[src/rtl/nibble_packer_if.sv]
// Nibble packer bus: lane-parallel input beat plus two independent word output channels.
// The err line is only driven by logic when NIBBLE_PACKER_ERR_EN is defined.
interface nibble_packer_if #(
   parameter int unsigned NumLanes = 4
);
   logic                    in_valid;
   logic                    in_ready;
   logic [4*NumLanes-1:0]   nibble_in;
   logic [NumLanes-1:0]     lane_en;
   logic [3*NumLanes-1:0]   ps_pos_a;
   logic [3*NumLanes-1:0]   ps_pos_b;
   logic [NumLanes-1:0]     ps_sel;
   logic [31:0]             data_a;
   logic                    out_valid_a;
   logic                    out_ready_a;
   logic [31:0]             data_b;
   logic                    out_valid_b;
   logic                    out_ready_b;
   logic                    err;

   modport slave (
      input  in_valid, nibble_in, lane_en, ps_pos_a, ps_pos_b, ps_sel, out_ready_a, out_ready_b,
      output in_ready, data_a, out_valid_a, data_b, out_valid_b, err
   );

   modport master (
      output in_valid, nibble_in, lane_en, ps_pos_a, ps_pos_b, ps_sel, out_ready_a, out_ready_b,
      input  in_ready, data_a, out_valid_a, data_b, out_valid_b, err
   );
endinterface

[src/rtl/nibble_packer.sv]
// Scatters 4-bit lane nibbles into two double-buffered 32-bit word assemblers (index 0 = A, 1 = B).
// Optional sticky overwrite detection on err is built only when NIBBLE_PACKER_ERR_EN is defined.
module nibble_packer #(
   parameter int unsigned NumLanes    = 4,
   parameter int unsigned WordNibbles = 8
) (
   input logic            clk,
   input logic            reset,
   nibble_packer_if.slave bus
);

   localparam int unsigned NumWords = 2;
   localparam int unsigned WordBits = 4 * WordNibbles;

   typedef logic [WordBits-1:0]    word_t;
   typedef logic [WordNibbles-1:0] mask_t;

   word_t               asm_q       [NumWords];
   mask_t               mask_q      [NumWords];
   word_t               data_q      [NumWords];
   logic [NumWords-1:0] valid_q;

   word_t               merged_asm  [NumWords];
   mask_t               merged_mask [NumWords];
   logic [2:0]          lane_pos    [NumLanes];
   logic [NumWords-1:0] full;
   logic [NumWords-1:0] xfer;
   logic [NumWords-1:0] out_ready;
   logic                blocked;
   logic                in_ready;
   logic                fire;

   always_comb begin : pos_select
      for (int unsigned i = 0; i < NumLanes; i++) begin
         lane_pos[i] = bus.ps_sel[i] ? bus.ps_pos_b[i*3 +: 3] : bus.ps_pos_a[i*3 +: 3];
      end
   end

   // Stall only on lanes aimed at a buffer that is already full and waiting on its output.
   always_comb begin : ready_logic
      blocked = 1'b0;
      for (int unsigned w = 0; w < NumWords; w++) begin
         full[w] = &mask_q[w];
      end
      for (int unsigned i = 0; i < NumLanes; i++) begin
         if (bus.lane_en[i] && full[bus.ps_sel[i]]) begin
            blocked = 1'b1;
         end
      end
      in_ready = !reset && !blocked;
      fire     = bus.in_valid && in_ready;
   end

   // Ascending lane order lets the highest lane win a same-position collision.
   always_comb begin : merge_logic
      for (int unsigned w = 0; w < NumWords; w++) begin
         merged_asm[w]  = asm_q[w];
         merged_mask[w] = mask_q[w];
      end
      if (fire) begin
         for (int unsigned i = 0; i < NumLanes; i++) begin
            if (bus.lane_en[i]) begin
               merged_asm[bus.ps_sel[i]][{lane_pos[i], 2'b00} +: 4] = bus.nibble_in[i*4 +: 4];
               merged_mask[bus.ps_sel[i]][lane_pos[i]]              = 1'b1;
            end
         end
      end
   end

   always_comb begin : xfer_logic
      out_ready = {bus.out_ready_b, bus.out_ready_a};
      for (int unsigned w = 0; w < NumWords; w++) begin
         xfer[w] = (&merged_mask[w]) && (!valid_q[w] || out_ready[w]);
      end
   end

   // The assembly buffer keeps stale nibbles after a transfer; only the mask marks validity.
   always_ff @(posedge clk) begin
      if (reset) begin
         for (int unsigned w = 0; w < NumWords; w++) begin
            asm_q[w]   <= '0;
            mask_q[w]  <= '0;
            data_q[w]  <= '0;
            valid_q[w] <= 1'b0;
         end
      end else begin
         for (int unsigned w = 0; w < NumWords; w++) begin
            asm_q[w]  <= merged_asm[w];
            mask_q[w] <= xfer[w] ? '0 : merged_mask[w];
            if (xfer[w]) begin
               data_q[w]  <= merged_asm[w];
               valid_q[w] <= 1'b1;
            end else if (out_ready[w]) begin
               valid_q[w] <= 1'b0;
            end
         end
      end
   end

`ifdef NIBBLE_PACKER_ERR_EN
   mask_t hit [NumWords];
   logic  overwrite;
   logic  err_q;

   // hit tracks positions written earlier in this beat so lane collisions also flag.
   always_comb begin : overwrite_detect
      overwrite = 1'b0;
      for (int unsigned w = 0; w < NumWords; w++) begin
         hit[w] = '0;
      end
      if (fire) begin
         for (int unsigned i = 0; i < NumLanes; i++) begin
            if (bus.lane_en[i]) begin
               if (mask_q[bus.ps_sel[i]][lane_pos[i]] || hit[bus.ps_sel[i]][lane_pos[i]]) begin
                  overwrite = 1'b1;
               end
               hit[bus.ps_sel[i]][lane_pos[i]] = 1'b1;
            end
         end
      end
   end

   always_ff @(posedge clk) begin
      if (reset) begin
         err_q <= 1'b0;
      end else if (overwrite) begin
         err_q <= 1'b1;
      end
   end

   assign bus.err = err_q;
`else
   assign bus.err = 1'b0;
`endif

   assign bus.in_ready    = in_ready;
   assign bus.data_a      = data_q[0];
   assign bus.out_valid_a = valid_q[0];
   assign bus.data_b      = data_q[1];
   assign bus.out_valid_b = valid_q[1];

   for (genvar w = 0; w < NumWords; w++) begin : g_chk
      assert property (@(posedge clk) disable iff (reset) xfer[w] |=> valid_q[w]);
      assert property (@(posedge clk) disable iff (reset)
                       (full[w] && valid_q[w] && !out_ready[w]) |=> full[w]);
   end

   assert property (@(posedge clk) reset |-> !bus.in_ready);

endmodule

[src/flat_wrapper.sv]
// flat-port wrapper written by rule: the top's interface ports become plain ports
module nibble_packer_flat 
#(
   parameter int unsigned NumLanes    = 4,
   parameter int unsigned WordNibbles = 8
)
  (clk, reset, bus_in_valid, bus_nibble_in, bus_lane_en, bus_ps_pos_a, bus_ps_pos_b, bus_ps_sel, bus_out_ready_a, bus_out_ready_b, bus_in_ready, bus_data_a, bus_out_valid_a, bus_data_b, bus_out_valid_b, bus_err);
  nibble_packer_if #(.NumLanes(NumLanes)) bus_i ();
  input logic clk;
  input logic reset;
  input wire logic [$bits(bus_i.in_valid)-1:0] bus_in_valid;
  input wire logic [$bits(bus_i.nibble_in)-1:0] bus_nibble_in;
  input wire logic [$bits(bus_i.lane_en)-1:0] bus_lane_en;
  input wire logic [$bits(bus_i.ps_pos_a)-1:0] bus_ps_pos_a;
  input wire logic [$bits(bus_i.ps_pos_b)-1:0] bus_ps_pos_b;
  input wire logic [$bits(bus_i.ps_sel)-1:0] bus_ps_sel;
  input wire logic [$bits(bus_i.out_ready_a)-1:0] bus_out_ready_a;
  input wire logic [$bits(bus_i.out_ready_b)-1:0] bus_out_ready_b;
  output wire logic [$bits(bus_i.in_ready)-1:0] bus_in_ready;
  output wire logic [$bits(bus_i.data_a)-1:0] bus_data_a;
  output wire logic [$bits(bus_i.out_valid_a)-1:0] bus_out_valid_a;
  output wire logic [$bits(bus_i.data_b)-1:0] bus_data_b;
  output wire logic [$bits(bus_i.out_valid_b)-1:0] bus_out_valid_b;
  output wire logic [$bits(bus_i.err)-1:0] bus_err;
  assign bus_i.in_valid = bus_in_valid;
  assign bus_i.nibble_in = bus_nibble_in;
  assign bus_i.lane_en = bus_lane_en;
  assign bus_i.ps_pos_a = bus_ps_pos_a;
  assign bus_i.ps_pos_b = bus_ps_pos_b;
  assign bus_i.ps_sel = bus_ps_sel;
  assign bus_i.out_ready_a = bus_out_ready_a;
  assign bus_i.out_ready_b = bus_out_ready_b;
  assign bus_in_ready = bus_i.in_ready;
  assign bus_data_a = bus_i.data_a;
  assign bus_out_valid_a = bus_i.out_valid_a;
  assign bus_data_b = bus_i.data_b;
  assign bus_out_valid_b = bus_i.out_valid_b;
  assign bus_err = bus_i.err;
  nibble_packer #(.NumLanes(NumLanes), .WordNibbles(WordNibbles)) u_core (.clk(clk), .reset(reset), .bus(bus_i));
endmodule
[config.mk]
export PLATFORM = sky130hd
export DESIGN_NAME = nibble_packer_flat
export DESIGN_NICKNAME = d
export VERILOG_FILES = /design/src/rtl/nibble_packer_if.sv /design/src/rtl/nibble_packer.sv /design/src/flat_wrapper.sv
export SDC_FILE = /design/constraint.sdc
export NUM_CORES = 1
export LEC_CHECK = 0
export ABC_AREA = 1
export BUFFER_PORTS_ARGS = -buffer_cell sky130_fd_sc_hd__buf_2
export CAP_MARGIN = 0
export CORE_ASPECT_RATIO = 1.4
export CORE_MARGIN = 2
export CORE_UTILIZATION = 55
export CTS_BUF_LIST = sky130_fd_sc_hd__clkbuf_4
export DETAILED_ROUTE_END_ITERATION = 16
export PLACE_DENSITY = 0.79
export SLEW_MARGIN = 20
export SYNTH_ARGS = -nofsm -noshare
export SYNTH_HDL_FRONTEND = slang
export SYNTH_SLANG_ARGS = --single-unit
[constraint.sdc]
create_clock -name clk -period 3 [get_ports clk]
set_input_delay 0.6 -clock clk [delete_from_list [all_inputs] [get_ports clk]]
set_output_delay 0.6 -clock clk [all_outputs]
set_load 0.01 [all_outputs]
==> run summary <==
====================================================================================
Result of the run ..................................................... complete, no violations
Clock period minus worst slack ........................................      2640 ps
Clock-pin slew on the worst setup and hold paths ......................       150 ps
Layout overhead on the synthesized area ...............................        23.8%
Post_cts resized ......................................................            0
Compound-Gate Fraction of Synth Area ..................................        0.150
Final hold vios .......................................................            0
Number of iterations in the first detailed-routing pass ...............            7
Largest buffer count on any clock path ................................            2
Total power ...........................................................    0.00490 W
Multiplexer area fraction after synthesis .............................            0
CTS Hold Bufs .........................................................            0
Maximum number of pins on one net before global-route repair ..........           63
RSZ-0062 raised after global routing ..................................           no
Maximum resistive drop on vdd .........................................   0.000274 V
Hold/Removal Path Class ...............................................       in2reg
Proportion of synthesized chip area in sequential cells ...............        0.342
Unique masters post-synth .............................................           36
Clock sink total ......................................................          146
Final-report max-slew violation count .................................            0
Synthesized instance count ............................................        1,651
Antenna violations before repair ......................................            2
Die H .................................................................       167 µm
Setup TNS after final layout ..........................................         0 ps
Count of boundary I/O pins ............................................          121
Via count .............................................................       12,705
Initial cell density of the core ......................................        0.560
Top flip-flop cell by instance count after synthesis .................. sky130_fd_sc_hd__dfxtp_1
Final clock period utilization by the worst path ......................        0.881
Type of destination of the critical path ..............................     register
Fraction of final layout cells with drive strength greater than 1 .....        0.205
Syn nets ..............................................................        1,724
Synthesized area ......................................................   10,400 µm²
Number of routed nets with antenna violations .........................            0
Crit path kind ........................................................       in2reg
Total power divided by cell area ......................................   380 nW/µm²
# DRC .................................................................            0
Worst-margin pin slew .................................................       713 ps
Number of core rows ...................................................           59
Port-buffer cells .....................................................          119
Share of async-settable or async-resettable flops after synthesis .....            0
Mean post-synth cell area .............................................     6.31 µm²
Post-DP Area ..........................................................   12,600 µm²
Startpoint types ......................................................   input port
Area of the die .......................................................   20,100 µm²
Number of warning messages in the yosys log ...........................            0
Post-Layout Cell Count ................................................        2,187
Commonest cells after routing, fill and taps aside .................... sky130_fd_sc_hd__nand2_1 (467), sky130_fd_sc_hd__nor2_1 (226), sky130_fd_sc_hd__inv_1 (197)
Largest driver fanout on the critical path ............................            9
Net count of the finished layout ......................................        2,001
Area of all placed cells without fillers ..............................   12,900 µm²
Adder and majority cell fraction of the synthesized area ..............       0.0240
Clock root buffer ..................................................... sky130_fd_sc_hd__clkbuf_4
Routed wire length per instance .......................................      19.1 µm
Largest family of logic cells by synthesized area ..................... simple AND/OR/NAND/NOR gates
Routed via count divided by cell count ................................         5.81
Max H-tree Level ......................................................            4
Placed Cells ..........................................................        2,153
Die Wd ................................................................       120 µm
Via count of the first global-routing pass ............................       12,327
CTS tree ..............................................................         done
Clock latency on the worst-skew pair ..................................       590 ps
CP arrival ............................................................      3010 ps
Global-route wire length before repair ................................    65,200 µm
Clock buffer count from CTS ...........................................           17
Violation count after the first detailed-route iteration ..............        1,634
Parity-gate share of the synthesized area counting xor and xnor cells .            0
Most common library cell in the layout ignoring fill and taps ......... sky130_fd_sc_hd__nand2_1
Headroom to the max-slew limit ........................................        0.521
Simple-gate area share of the yosys netlist ...........................        0.385
Placed wire-length estimate ...........................................    32,300 µm
Sum of overflow across all layers after global routing ................            0
Global Route Usage Sum ................................................        0.420
Final setup viols .....................................................            0
Number of buffers added for setup after CTS ...........................            0
EDFF count, synth .....................................................           64
Worst-case clock skew .................................................      26.5 ps
Core outline area .....................................................   18,600 µm²
Lkg Pwr ...............................................................      6.46 nW
Final core utilization ................................................        0.693
Synthesis-stage register bit count ....................................          146
Maximum Capacitance Violations ........................................            0
Critical path required time ...........................................      3370 ps
Total Wirelength ......................................................    41,800 µm
Final weighted congestion of routability-driven global placement ......         1.06
Max frequency .........................................................      378 MHz
====================================================================================
==> per-layer routing <==
metal / global-route usage / vias up / routed length, µm
li1: - / 5928 / -
met1: 0.525 / 5739 / 15700
met2: 0.674 / 870 / 19200
met3: 0.0801 / 168 / 4320
met4: 0.243 / 0 / 2590
met5: 0 / - / 0
==> worst paths after layout <==
check | cells after the start | endpoint | startpoint | slack (ps)
max | 17 | u_core.data_q[0][46] | bus_ps_sel[0] | 360
min | 4 | u_core.valid_q[1] | bus_out_ready_b | 300
max reg2reg | 14 | u_core.data_q[0][30] | u_core.mask_q[0][8] | 470
min reg2reg | 2 | u_core.mask_q[0][2] | u_core.mask_q[0][2] | 480
==> flip-flops by register name, summed over array words and instances (netlist names) <==
name            flops
u_core.data_q      64
u_core.mask_q      16
u_core.asm_q       64
u_core.valid_q      2
==> synthesized netlist by cell type, types with 10 or more instances <==
cell                       instances  share of area
sky130_fd_sc_hd__a22oi_1          24          0.017
sky130_fd_sc_hd__nor3_1           31          0.015
sky130_fd_sc_hd__nand3_1         165          0.079
sky130_fd_sc_hd__nand2_1         469           0.17
sky130_fd_sc_hd__o21ai_0          59          0.028
sky130_fd_sc_hd__clkbuf_1         24         0.0086
sky130_fd_sc_hd__dfxtp_1          82           0.16
sky130_fd_sc_hd__inv_1           197          0.071
sky130_fd_sc_hd__a21oi_1         135          0.065
sky130_fd_sc_hd__nor2_2           31          0.019
sky130_fd_sc_hd__a21boi_0         14          0.010
sky130_fd_sc_hd__o211ai_1         28          0.020
sky130_fd_sc_hd__edfxtp_1         64           0.18
sky130_fd_sc_hd__nand4_1          12         0.0072
sky130_fd_sc_hd__nand2_2          10         0.0060
sky130_fd_sc_hd__ha_1             20          0.024
sky130_fd_sc_hd__nor2_1          227          0.082
==> stage by stage <==
stage / hold slack, ps / setup slack, ps
floorplan: 446 / 10.8
global placement: 455 / -72.6
detailed placement: 460 / -182
CTS: 270 / 457
global route: 304 / 157
finish: 298 / 357
==> cell type report <==
type	instances	area, µm²
fillers	1712	5710
clock inverters	13	175
flip-flops and latches	146	3560
well taps	244	305
diodes	2	5.00
multi-input cells	1252	5840
clock buffers	19	143
inverters	205	772
repair buffers	306	2090
==> power by group <==
part	leakage (nW)	switching [W]	internal, W
registers	1.33	0.0000277	0.00213
logic	4.98	0.000821	0.000436
clock network	0.159	0.000868	0.000612
total	6.46	0.00172	0.00318
==> critical path, stage by stage <==
cell                       delay (ps)
sky130_fd_sc_hd__buf_2            180
sky130_fd_sc_hd__inv_4             50
sky130_fd_sc_hd__nand2_1           50
sky130_fd_sc_hd__nand2_1           70
sky130_fd_sc_hd__ha_1             200
sky130_fd_sc_hd__ha_1             440
sky130_fd_sc_hd__buf_4            180
sky130_fd_sc_hd__nand2_1           40
sky130_fd_sc_hd__inv_1             40
sky130_fd_sc_hd__nand2_1          160
sky130_fd_sc_hd__buf_4            200
sky130_fd_sc_hd__o21ai_0          170
sky130_fd_sc_hd__nand3_1           90
sky130_fd_sc_hd__nand3_1          100
sky130_fd_sc_hd__nand3_1           70
sky130_fd_sc_hd__a21boi_0         260
sky130_fd_sc_hd__nor2_1            80
==> kinds of logic after synthesis <==
| family | after synthesis |
|---|---|
| AOI/OAI and AO/OA | 275 |
| adders and majority gates | 20 |
| buffers and inverters | 253 |
| DFF | 146 |
| other | 1 |
| and+or+nand+nor | 956 |
Note: power is estimated with default switching activity, not from simulation.
